--- src/rtl/agc_pwm_meas_if.sv ---
// rtl/agc_pwm_meas_if.sv - PWM measurement bundle: input waveform, controls and result
//
// Purpose: groups the PWM input, measurement controls and the result
// strobe/value/lock of agc_pwm_meas into one bundle.
// Signals:
//   pwm_in    asynchronous PWM waveform
//   pwm_inv   1 = waveform is active-low
//   meas_en   measurement enable
//   avg_prd   averaging depth, 2^avg_prd frames
//   lock_tol  max |new - previous| counted as in-tolerance
//   pwm_val   averaged high-count, 0..2^PRD_W
//   pwm_vld   one-cycle strobe when pwm_val updates
//   pwm_lock  measurement stable
// Modports: master drives the waveform/controls, slave (the meter) drives results.
interface agc_pwm_meas_if #(
  parameter int PRD_W = 7
);
  logic           pwm_in;
  logic           pwm_inv;
  logic           meas_en;
  logic [1:0]     avg_prd;
  logic [3:0]     lock_tol;
  logic [PRD_W:0] pwm_val;
  logic           pwm_vld;
  logic           pwm_lock;

  modport master (
    output pwm_in, pwm_inv, meas_en, avg_prd, lock_tol,
    input  pwm_val, pwm_vld, pwm_lock
  );

  modport slave (
    input  pwm_in, pwm_inv, meas_en, avg_prd, lock_tol,
    output pwm_val, pwm_vld, pwm_lock
  );
endinterface

--- src/rtl/agc_pwm_meas.sv ---
// rtl/agc_pwm_meas.sv - recovers the AGC gain value from a PWM waveform
//
// Purpose: measures the high-time of a PWM waveform over frames of
// 2^PRD_W clocks, averages over 2^avg_prd frames and flags lock once
// LOCK_CNT consecutive results agree within lock_tol.
// Ports:
//   clk    system clock
//   reset  synchronous, active-high reset
//   bus    agc_pwm_meas_if.slave: pwm_in/pwm_inv/meas_en/avg_prd/lock_tol in,
//          pwm_val/pwm_vld/pwm_lock out
module agc_pwm_meas #(
  parameter int PRD_W    = 7,
  parameter int LOCK_CNT = 4
) (
  input  logic          clk,
  input  logic          reset,
  agc_pwm_meas_if.slave bus
);
  localparam int VW = PRD_W + 1;
  localparam int AW = PRD_W + 4;
  localparam int LW = $clog2(LOCK_CNT + 1);
  localparam logic [PRD_W-1:0] FC_MAX  = '1;
  // Timeout spans two frames: 0 .. 2*2^PRD_W-1.
  localparam logic [PRD_W:0]   TMO_MAX = '1;
  localparam logic [LW-1:0]    LOCK_SAT = LW'(LOCK_CNT);

  typedef enum logic [1:0] {IDLE, SYNC, MEAS} state_t;

  state_t           state_q, state_d;
  logic             s1_q, s2_q, s_prev_q;
  logic [PRD_W-1:0] fc_q, fc_d;
  logic [PRD_W:0]   tmo_q, tmo_d;
  logic [VW-1:0]    hi_q, hi_d;
  logic [AW-1:0]    acc_q, acc_d;
  logic [2:0]       frm_q, frm_d;
  logic [1:0]       avg_q, avg_d;
  logic [VW-1:0]    val_q, val_d;
  logic             vld_q, vld_d;
  logic [LW-1:0]    lcnt_q, lcnt_d;
  logic             have_q, have_d;

  logic          s;
  logic          rise;
  logic [AW-1:0] total;
  logic [VW-1:0] result;
  logic [VW-1:0] diff;
  logic          last_frame;

  assign s     = s2_q ^ bus.pwm_inv;
  assign rise  = s & ~s_prev_q;
  // Frame total includes the level of the final frame cycle itself.
  assign total  = acc_q + AW'(hi_q) + AW'(s);
  assign result = VW'(total >> avg_q);
  assign diff   = (result >= val_q) ? (result - val_q) : (val_q - result);
  assign last_frame = (frm_q == 3'((1 << avg_q) - 1));

  always_ff @(posedge clk) begin
    if (reset) begin
      state_q  <= IDLE;
      s1_q     <= 1'b0;
      s2_q     <= 1'b0;
      s_prev_q <= 1'b0;
      fc_q     <= '0;
      tmo_q    <= '0;
      hi_q     <= '0;
      acc_q    <= '0;
      frm_q    <= '0;
      avg_q    <= '0;
      val_q    <= '0;
      vld_q    <= 1'b0;
      lcnt_q   <= '0;
      have_q   <= 1'b0;
    end else begin
      state_q  <= state_d;
      s1_q     <= bus.pwm_in;
      s2_q     <= s1_q;
      s_prev_q <= s;
      fc_q     <= fc_d;
      tmo_q    <= tmo_d;
      hi_q     <= hi_d;
      acc_q    <= acc_d;
      frm_q    <= frm_d;
      avg_q    <= avg_d;
      val_q    <= val_d;
      vld_q    <= vld_d;
      lcnt_q   <= lcnt_d;
      have_q   <= have_d;
    end
  end

  always_comb begin
    state_d = state_q;
    fc_d    = fc_q;
    tmo_d   = tmo_q;
    hi_d    = hi_q;
    acc_d   = acc_q;
    frm_d   = frm_q;
    avg_d   = avg_q;
    val_d   = val_q;
    vld_d   = 1'b0;
    lcnt_d  = lcnt_q;
    have_d  = have_q;
    if (!bus.meas_en) begin
      // Abort: drop partial work and lock history, keep the last result.
      state_d = IDLE;
      fc_d    = '0;
      tmo_d   = '0;
      hi_d    = '0;
      acc_d   = '0;
      frm_d   = '0;
      lcnt_d  = '0;
      have_d  = 1'b0;
    end else begin
      unique case (state_q)
        IDLE: begin
          state_d = SYNC;
          tmo_d   = '0;
        end
        SYNC: begin
          acc_d = '0;
          frm_d = '0;
          avg_d = bus.avg_prd;
          if (rise) begin
            // The edge cycle is frame cycle 0 and is high by definition.
            state_d = MEAS;
            fc_d    = PRD_W'(1);
            hi_d    = VW'(1);
          end else if (tmo_q == TMO_MAX) begin
            // Constant level: start free-running frames next cycle.
            state_d = MEAS;
            fc_d    = '0;
            hi_d    = '0;
          end else begin
            tmo_d = tmo_q + 1'b1;
          end
        end
        MEAS: begin
          if (fc_q == FC_MAX) begin
            fc_d = '0;
            hi_d = '0;
            if (last_frame) begin
              val_d  = result;
              vld_d  = 1'b1;
              acc_d  = '0;
              frm_d  = '0;
              avg_d  = bus.avg_prd;
              have_d = 1'b1;
              if (have_q && (diff <= VW'(bus.lock_tol))) begin
                lcnt_d = (lcnt_q == LOCK_SAT) ? lcnt_q : lcnt_q + 1'b1;
              end else begin
                lcnt_d = '0;
              end
            end else begin
              acc_d = total;
              frm_d = frm_q + 1'b1;
            end
          end else begin
            fc_d = fc_q + 1'b1;
            hi_d = hi_q + VW'(s);
          end
        end
        default: state_d = IDLE;
      endcase
    end
  end

  assign bus.pwm_val  = val_q;
  assign bus.pwm_vld  = vld_q;
  assign bus.pwm_lock = (lcnt_q == LOCK_SAT);
endmodule

--- src/flat_wrapper.sv ---
// flat-port wrapper written by rule: the top's interface ports become plain ports
module agc_pwm_meas_flat 
#(
  parameter int PRD_W    = 7,
  parameter int LOCK_CNT = 4
)
  (clk, reset, bus_pwm_in, bus_pwm_inv, bus_meas_en, bus_avg_prd, bus_lock_tol, bus_pwm_val, bus_pwm_vld, bus_pwm_lock);
  agc_pwm_meas_if #(.PRD_W(PRD_W)) bus_i ();
  input  logic clk;
  input  logic reset;
  input wire logic [$bits(bus_i.pwm_in)-1:0] bus_pwm_in;
  input wire logic [$bits(bus_i.pwm_inv)-1:0] bus_pwm_inv;
  input wire logic [$bits(bus_i.meas_en)-1:0] bus_meas_en;
  input wire logic [$bits(bus_i.avg_prd)-1:0] bus_avg_prd;
  input wire logic [$bits(bus_i.lock_tol)-1:0] bus_lock_tol;
  output wire logic [$bits(bus_i.pwm_val)-1:0] bus_pwm_val;
  output wire logic [$bits(bus_i.pwm_vld)-1:0] bus_pwm_vld;
  output wire logic [$bits(bus_i.pwm_lock)-1:0] bus_pwm_lock;
  assign bus_i.pwm_in = bus_pwm_in;
  assign bus_i.pwm_inv = bus_pwm_inv;
  assign bus_i.meas_en = bus_meas_en;
  assign bus_i.avg_prd = bus_avg_prd;
  assign bus_i.lock_tol = bus_lock_tol;
  assign bus_pwm_val = bus_i.pwm_val;
  assign bus_pwm_vld = bus_i.pwm_vld;
  assign bus_pwm_lock = bus_i.pwm_lock;
  agc_pwm_meas #(.PRD_W(PRD_W), .LOCK_CNT(LOCK_CNT)) u_core (.clk(clk), .reset(reset), .bus(bus_i));
endmodule
--- config.mk ---
export PLATFORM = sky130hd
export DESIGN_NAME = agc_pwm_meas_flat
export DESIGN_NICKNAME = d
export VERILOG_FILES = /design/src/rtl/agc_pwm_meas_if.sv /design/src/rtl/agc_pwm_meas.sv /design/src/flat_wrapper.sv
export SDC_FILE = /design/constraint.sdc
export NUM_CORES = 1
export LEC_CHECK = 0
export CAP_MARGIN = 15
export CORE_MARGIN = 2
export CORE_UTILIZATION = 55
export CTS_CLUSTER_SIZE = 14
export DETAILED_ROUTE_END_ITERATION = 6
export GPL_ROUTABILITY_DRIVEN = 0
export HOLD_SLACK_MARGIN = 0.08
export PLACE_DENSITY = 0.77
export SLEW_MARGIN = 0
export SYNTH_ARGS = -nofsm -noshare
export SYNTH_HDL_FRONTEND = slang
export SYNTH_SLANG_ARGS = --single-unit
--- constraint.sdc ---
create_clock -name clk -period 7.2 [get_ports clk]
set_clock_uncertainty 0.2 [all_clocks]
set_input_delay 2.16 -clock clk [delete_from_list [all_inputs] [get_ports clk]]
set_output_delay 2.16 -clock clk [all_outputs]
set_load 0.1 [all_outputs]
# == After elaboration in Yosys (flattened, before gate mapping) ==
# Index checks and enable logic that the tools add are counted.
# Widths: inputs -> output; s select.
# totals
mem_count,0
regBits,57
latch_bits,0
output_inout_bits,10
ram_bits,0
elab_cells,87
romBits,0
# op_classes
n_reduce_logical,14
eq_ne,12
div_mod_pow,0
n_shift,2
add_sub_neg,10
multipliers,0
bitwise_logic,6
order_cmp,2
mux,27
# ops
cell,count
$mux 8,6
$pmux 8 s2,2
$mux 11,2
$pmux 11 s2,1
$mux 7,3
$sub 8x8->8,2
$pmux 7 s2,1
$mux 3,4
$reduce_and 4->1,3
$add 11x1->11,1
$add 11x8->11,1
$shr 11x2->8,1
$add 8x1->8,1
$add 8x1->8 const B,1
$eq 8x8->1 const B,1
$ge 8x8->1,1
$le 8x4->1,1
$mux 2,4
$add 7x1->7 const B,1
$eq 7x7->1 const B,1
$add 3x1->3 const B,2
$ne 2x2->1 const B,3
$pmux 2 s3,1
$pmux 3 s2,1
other kinds (20),28

# == Logic depth before layout (Yosys ltp) ==
# Gate-level depths: netlist (run 1).
# logic_depth
word_depth,9
mapped_depth,24
ltp_nobuf,23

# == Worst setup path before layout (run 1) ==
# Ideal clock, no wire load.
# synth_path
kind,input -> register
startpoint,input port bus_pwm_inv
endpoint,register u_core.lcnt_q[0]
n_path_buf,1
t_required_ns,6.868
slack_ns,0.106
arrival_time_ns,6.762
setup_ns,0.132
stages,24
cell_sequence,xnor2_1 > fa_1 > inv_1 > fa_1 > a211oi_2 > nor2_1 > xor2_1 > o221a_2 > a211oi_1 > inv_1 > ha_1 > buf_2 > o21a_1 > o211a_1 > o21ai_0 > nand2_1 > mux2i_1 > xnor2_1 > ha_1 > nand2_1 > o21ai_0 > a221oi_1 > a311oi_1 > nor3_1
# synth_via
elab_chain_len,9
# synth_lines
element,line,source
start: declaration,flat_wrapper.sv:12,input wire logic [$bits(bus_i.pwm_inv)-1:0] bus_pwm_inv;
$xor 1x1->1 (*),agc_pwm_meas.sv:49,assign s = s2_q ^ bus.pwm_inv;
$add 11x1->11 (*),agc_pwm_meas.sv:52,assign total = acc_q + AW'(hi_q) + AW'(s);
$shr 11x2->8 (*),agc_pwm_meas.sv:53,assign result = VW'(total >> avg_q);
via u_core.result[4],agc_pwm_meas.sv:45,logic [VW-1:0] result;
$sub 8x8->8 or $ge 8x8->1 (tied branches),agc_pwm_meas.sv:54,assign diff = (result >= val_q) ? (result - val_q) : (val_q - result);
$mux 8 (*),agc_pwm_meas.sv:54,
$le 8x4->1 (*),agc_pwm_meas.sv:148,if (have_q && (diff <= VW'(bus.lock_tol))) begin
$logic_and 1x1->1 (*),agc_pwm_meas.sv:148,
$ne 2x2->1 (no source line),n/a,
$reduce_and 4->1 (no source line),n/a,
end signal: assignment,agc_pwm_meas.sv:86,lcnt_q <= lcnt_d;
end: declaration,agc_pwm_meas.sv:39,"logic [LW-1:0] lcnt_q, lcnt_d;"
# Mark *: on every way through the listed nets, which the timed path passes. The rest lies on a longest branch.
# A chain may end at the register's enable or synchronous reset.

# == Worst setup path in the final report (run 1) ==
# layout_path
startpoint,input port bus_pwm_inv
endpoint,register u_core.lcnt_q[2]
# The elaborated chain is that of the path after synthesis.

==> flow_metrics.env, run 1 <==
export IMPL_grt_pass1_wl_mm=17.3
export IMPL_multi_input_area_um2=2840
export IMPL_dp_slack_ns=-0.558
export IMPL_synth_cells=506
export IMPL_dr_first_iter_drc_count=241
export IMPL_synth_area_leaders="dfxtp_1 28%, ha_1 11%, nor2_1 6.2%"
export IMPL_max_freq_ghz=0.147
export IMPL_critPathKind="in -> reg"
export IMPL_regArea_um2=1140
export IMPL_first_pass_iters=5
export IMPL_grt_usage_pct=25.7
export IMPL_final_common_cell="nor2_1"
export IMPL_synthesis_area_um2=4140
export IMPL_dp_cells=646
export IMPL_r2r_cells=26
export IMPL_end_kind="flop"
export IMPL_port_buffers=20
export IMPL_synth_top_area_share_pct=27.6
export IMPL_synth_area_per_cell_um2=8.17
export IMPL_n_antenna_cell=0
export IMPL_rrSetupSlack_ns=1.99
export IMPL_wl_per_cell_um=15.8
export IMPL_start_kind="input port"
export IMPL_synth_area_leader_cell="dfxtp_1"
export IMPL_synth_flop_cell="dfxtp_1"
export IMPL_numCtsBuffers=9
export IMPL_hp_class="reg -> reg"
export IMPL_powerDensity_nw_per_um2=157
export IMPL_synth_edf_count=0
export IMPL_ys_seq_elements=57
export IMPL_grt_antenna_before_repair=0
export IMPL_post_route_drc_count=0
export IMPL_rsz0062_at_grt="no"
export IMPL_hold_buffers=0
export IMPL_final_cell_mix="68 x nor2_1, 57 x dfxtp_1, 42 x buf_4, 37 x inv_1, 36 x ha_1"
export IMPL_core_area_um2=7250
export IMPL_drive_gt1_share_pct=16.8
export IMPL_clk_pin_slew_worst_paths_ns=0.08
export IMPL_cpMaxStageDelayCell="fa_2"
export IMPL_first_global_vias=3717
export IMPL_clk_root_buffer_cell="clkbuf_8"
export IMPL_final_area_um2=4960
export IMPL_chipHeight_um=90.7
export IMPL_finalSetupViolations=0
export IMPL_ys_seq_area_share_pct=27.6
export IMPL_place_area_um2=4670
export IMPL_tns_ns=0
export IMPL_grt_max_degree=24
export IMPL_cts_tree="built"
export IMPL_relSlewSlack_pct=33.4
export IMPL_die_area_um2=8230
export IMPL_dr_total_vias=3893
export IMPL_fp_dieW_um=90.7
export IMPL_slowest_delay_ns=0.35
export IMPL_dp_hpwl_mm=7.71
export IMPL_utilization_pct=68.4
export IMPL_hold_violations=0
export IMPL_finalMaxSlewViolations=0
export IMPL_overflow=0
export IMPL_period_share_pct=94.5
export IMPL_synth_nets=557
export IMPL_finalCriticalPeriod_ns=6.80
export IMPL_avgViaCountPerCell=5.85
export IMPL_cts_sinks=57
export IMPL_r2r_start="u_core.s2_q$_SDFF_PP0_"
export IMPL_status="finished clean"
export IMPL_hold_depth=1
export IMPL_whs_ns=0.252
export IMPL_cap_violations=0
export IMPL_worst_ep_arrival_time_ns=6.88
export IMPL_power_leakage_nw=1.97
export IMPL_layout_nets=612
export IMPL_ys_warn_count=0
export IMPL_ant_nets=0
export IMPL_ioPinCount=21
export IMPL_fillers=594
export IMPL_stdcell_count=665
export IMPL_worst_hold_path_endpoint="u_core.s2_q$_SDFF_PP0_"
export IMPL_hold_start="u_core.s1_q$_SDFF_PP0_"
export IMPL_h_tree_depth=3
export IMPL_ir_drop_mv=0.114
export IMPL_required_ns=7.28
export IMPL_syn2layout_area_growth_pct=20.0
export IMPL_max_slew_worst_pin_slew_ns=0.972
export IMPL_row_count=31
export IMPL_power_mw=0.778
export IMPL_clockBufferDepth=2
export IMPL_setup_slack_ns=0.398
export IMPL_crit_reg2reg_capture="u_core.lcnt_q[2]$_SDFFE_PP0P_"
export IMPL_floorplan_initialDensity_pct=57.0
export IMPL_drt_total_wl_mm=10.5
export IMPL_crit_top_cell="buf_4"
export IMPL_worst_path_max_fanout=3
export IMPL_async_flop_share_pct=0
export IMPL_synth_cell_types=71
export IMPL_clkLatencyLatePin_ns=0.36
how the worst max path moves through the flow:
stage	startpoint	slack [ns]	cells past startpoint	to
floorplan	bus_pwm_inv	0.11	24	u_core.lcnt_q[0]$_SDFFE_PP0P_
global placement	bus_pwm_inv	-0.27	25	u_core.lcnt_q[2]$_SDFFE_PP0P_
detailed placement	bus_pwm_inv	-0.56	25	u_core.lcnt_q[1]$_SDFFE_PP0P_
CTS	bus_pwm_inv	0.02	25	u_core.lcnt_q[1]$_SDFFE_PP0P_
global route	bus_pwm_inv	0.09	26	u_core.lcnt_q[2]$_SDFFE_PP0P_
finish	bus_pwm_inv	0.40	27	u_core.lcnt_q[2]$_SDFFE_PP0P_
per-layer routing:
metal / up-vias / global-route usage, % / wire length [um]
met2: 89 / 44.1 / 5250
met1: 1860 / 31.8 / 4620
met4: 0 / 11.5 / 244
met3: 19 / 4.01 / 409
met5: - / 0 / 0
li1: 1925 / - / -
power breakdown:
group          leakage (nW)  switching (mW)  internal [mW]
clock                0.0949           0.141          0.169
combinational          1.41          0.0805         0.0654
sequential            0.460         0.00380          0.318
total                  1.97           0.226          0.553
cell type report:
cell class / count / share of cell area, %
Clock inverter: 6 / 1.34
Clock buffer: 10 / 2.77
Timing Repair Buffer: 62 / 10.4
Sequential cell: 57 / 23.0
Tap cell: 99 / 2.50
Multi-Input combinational cell: 394 / 57.2
Inverter: 37 / 2.80
timing repair:
item | in CTS | in global routing
endpoints found under the setup margin | 3 | 3
pin swaps | 0 | 9
setup buffers | 0 | 3
gates cloned | 0 | 0
resized for setup | 4 | 16
Yosys cell counts, types with 2 or more instances:
cell,count
o22ai_1,3
nand2b_1,9
o21ai_1,2
nand2_1,35
a211oi_2,2
o211a_1,2
and2_1,2
o221ai_1,3
inv_1,37
a211oi_1,5
nor2_1,68
mux4_2,2
xnor2_1,10
nor2b_1,8
mux2i_1,9
and4_1,3
o31ai_1,5
o31a_1,2
or3_1,11
a22oi_1,11
o21ai_0,25
dfxtp_1,57
nand3_1,7
buf_2,9
nor3_1,16
a311oi_1,4
mux2_2,3
o221a_2,3
nor3b_1,2
xor2_1,19
a21boi_0,3
a21oi_1,27
nand4_1,9
and3_1,3
fa_1,4
o21a_1,8
clkbuf_1,8
ha_1,36
a31oi_1,2
cells by family (layout without fill, tap and decap cells):
logic type / count (synthesis) / after routing / synth area share [%]
buffers and inverters: 55 / 115 / 5.45
AND/OR/NAND/NOR: 186 / 186 / 22.3
XOR/XNOR: 29 / 29 / 6.14
adder cells (fa/ha/maj): 40 / 40 / 12.8
flip-flops: 57 / 57 / 27.6
AO/OA/AOI/OAI: 125 / 125 / 21.6
multiplexers: 14 / 14 / 4.08
state kept, by name (all words and copies together), names as in the netlist, 3 cells and up:
name and count:
u_core.acc_q 11, u_core.bus.pwm_val 8, u_core.hi_q 8, u_core.tmo_q 8
u_core.fc_q 7, u_core.frm_q 3, u_core.lcnt_q 3
critical path, delay by kind of cell:
kind                       cells  cell delay [ns]
adders and majority gates      4             1.18
and+or+nand+nor                5             0.62
buffers and inverters          6             0.74
AOI/OAI and AO/OA              9             1.60
xor gates and xnor gates       2             0.37
muxes                          1             0.19
Note: power is estimated with default switching activity, not from simulation.
==> run 2: changes to the inputs <==
CTS_CLUSTER_DIAMETER = 40   (was not set)
==> results of run 2 <==
Final layout, timing and power as in run 1 (identical DEF).
==> run 3: changes to the inputs <==
CTS_BUF_LIST = sky130_fd_sc_hd__clkbuf_4 sky130_fd_sc_hd__clkbuf_8 sky130_fd_sc_hd__clkbuf_16   (was not set)
==> results of run 3 <==
Final layout, timing and power as in run 1 (identical DEF).
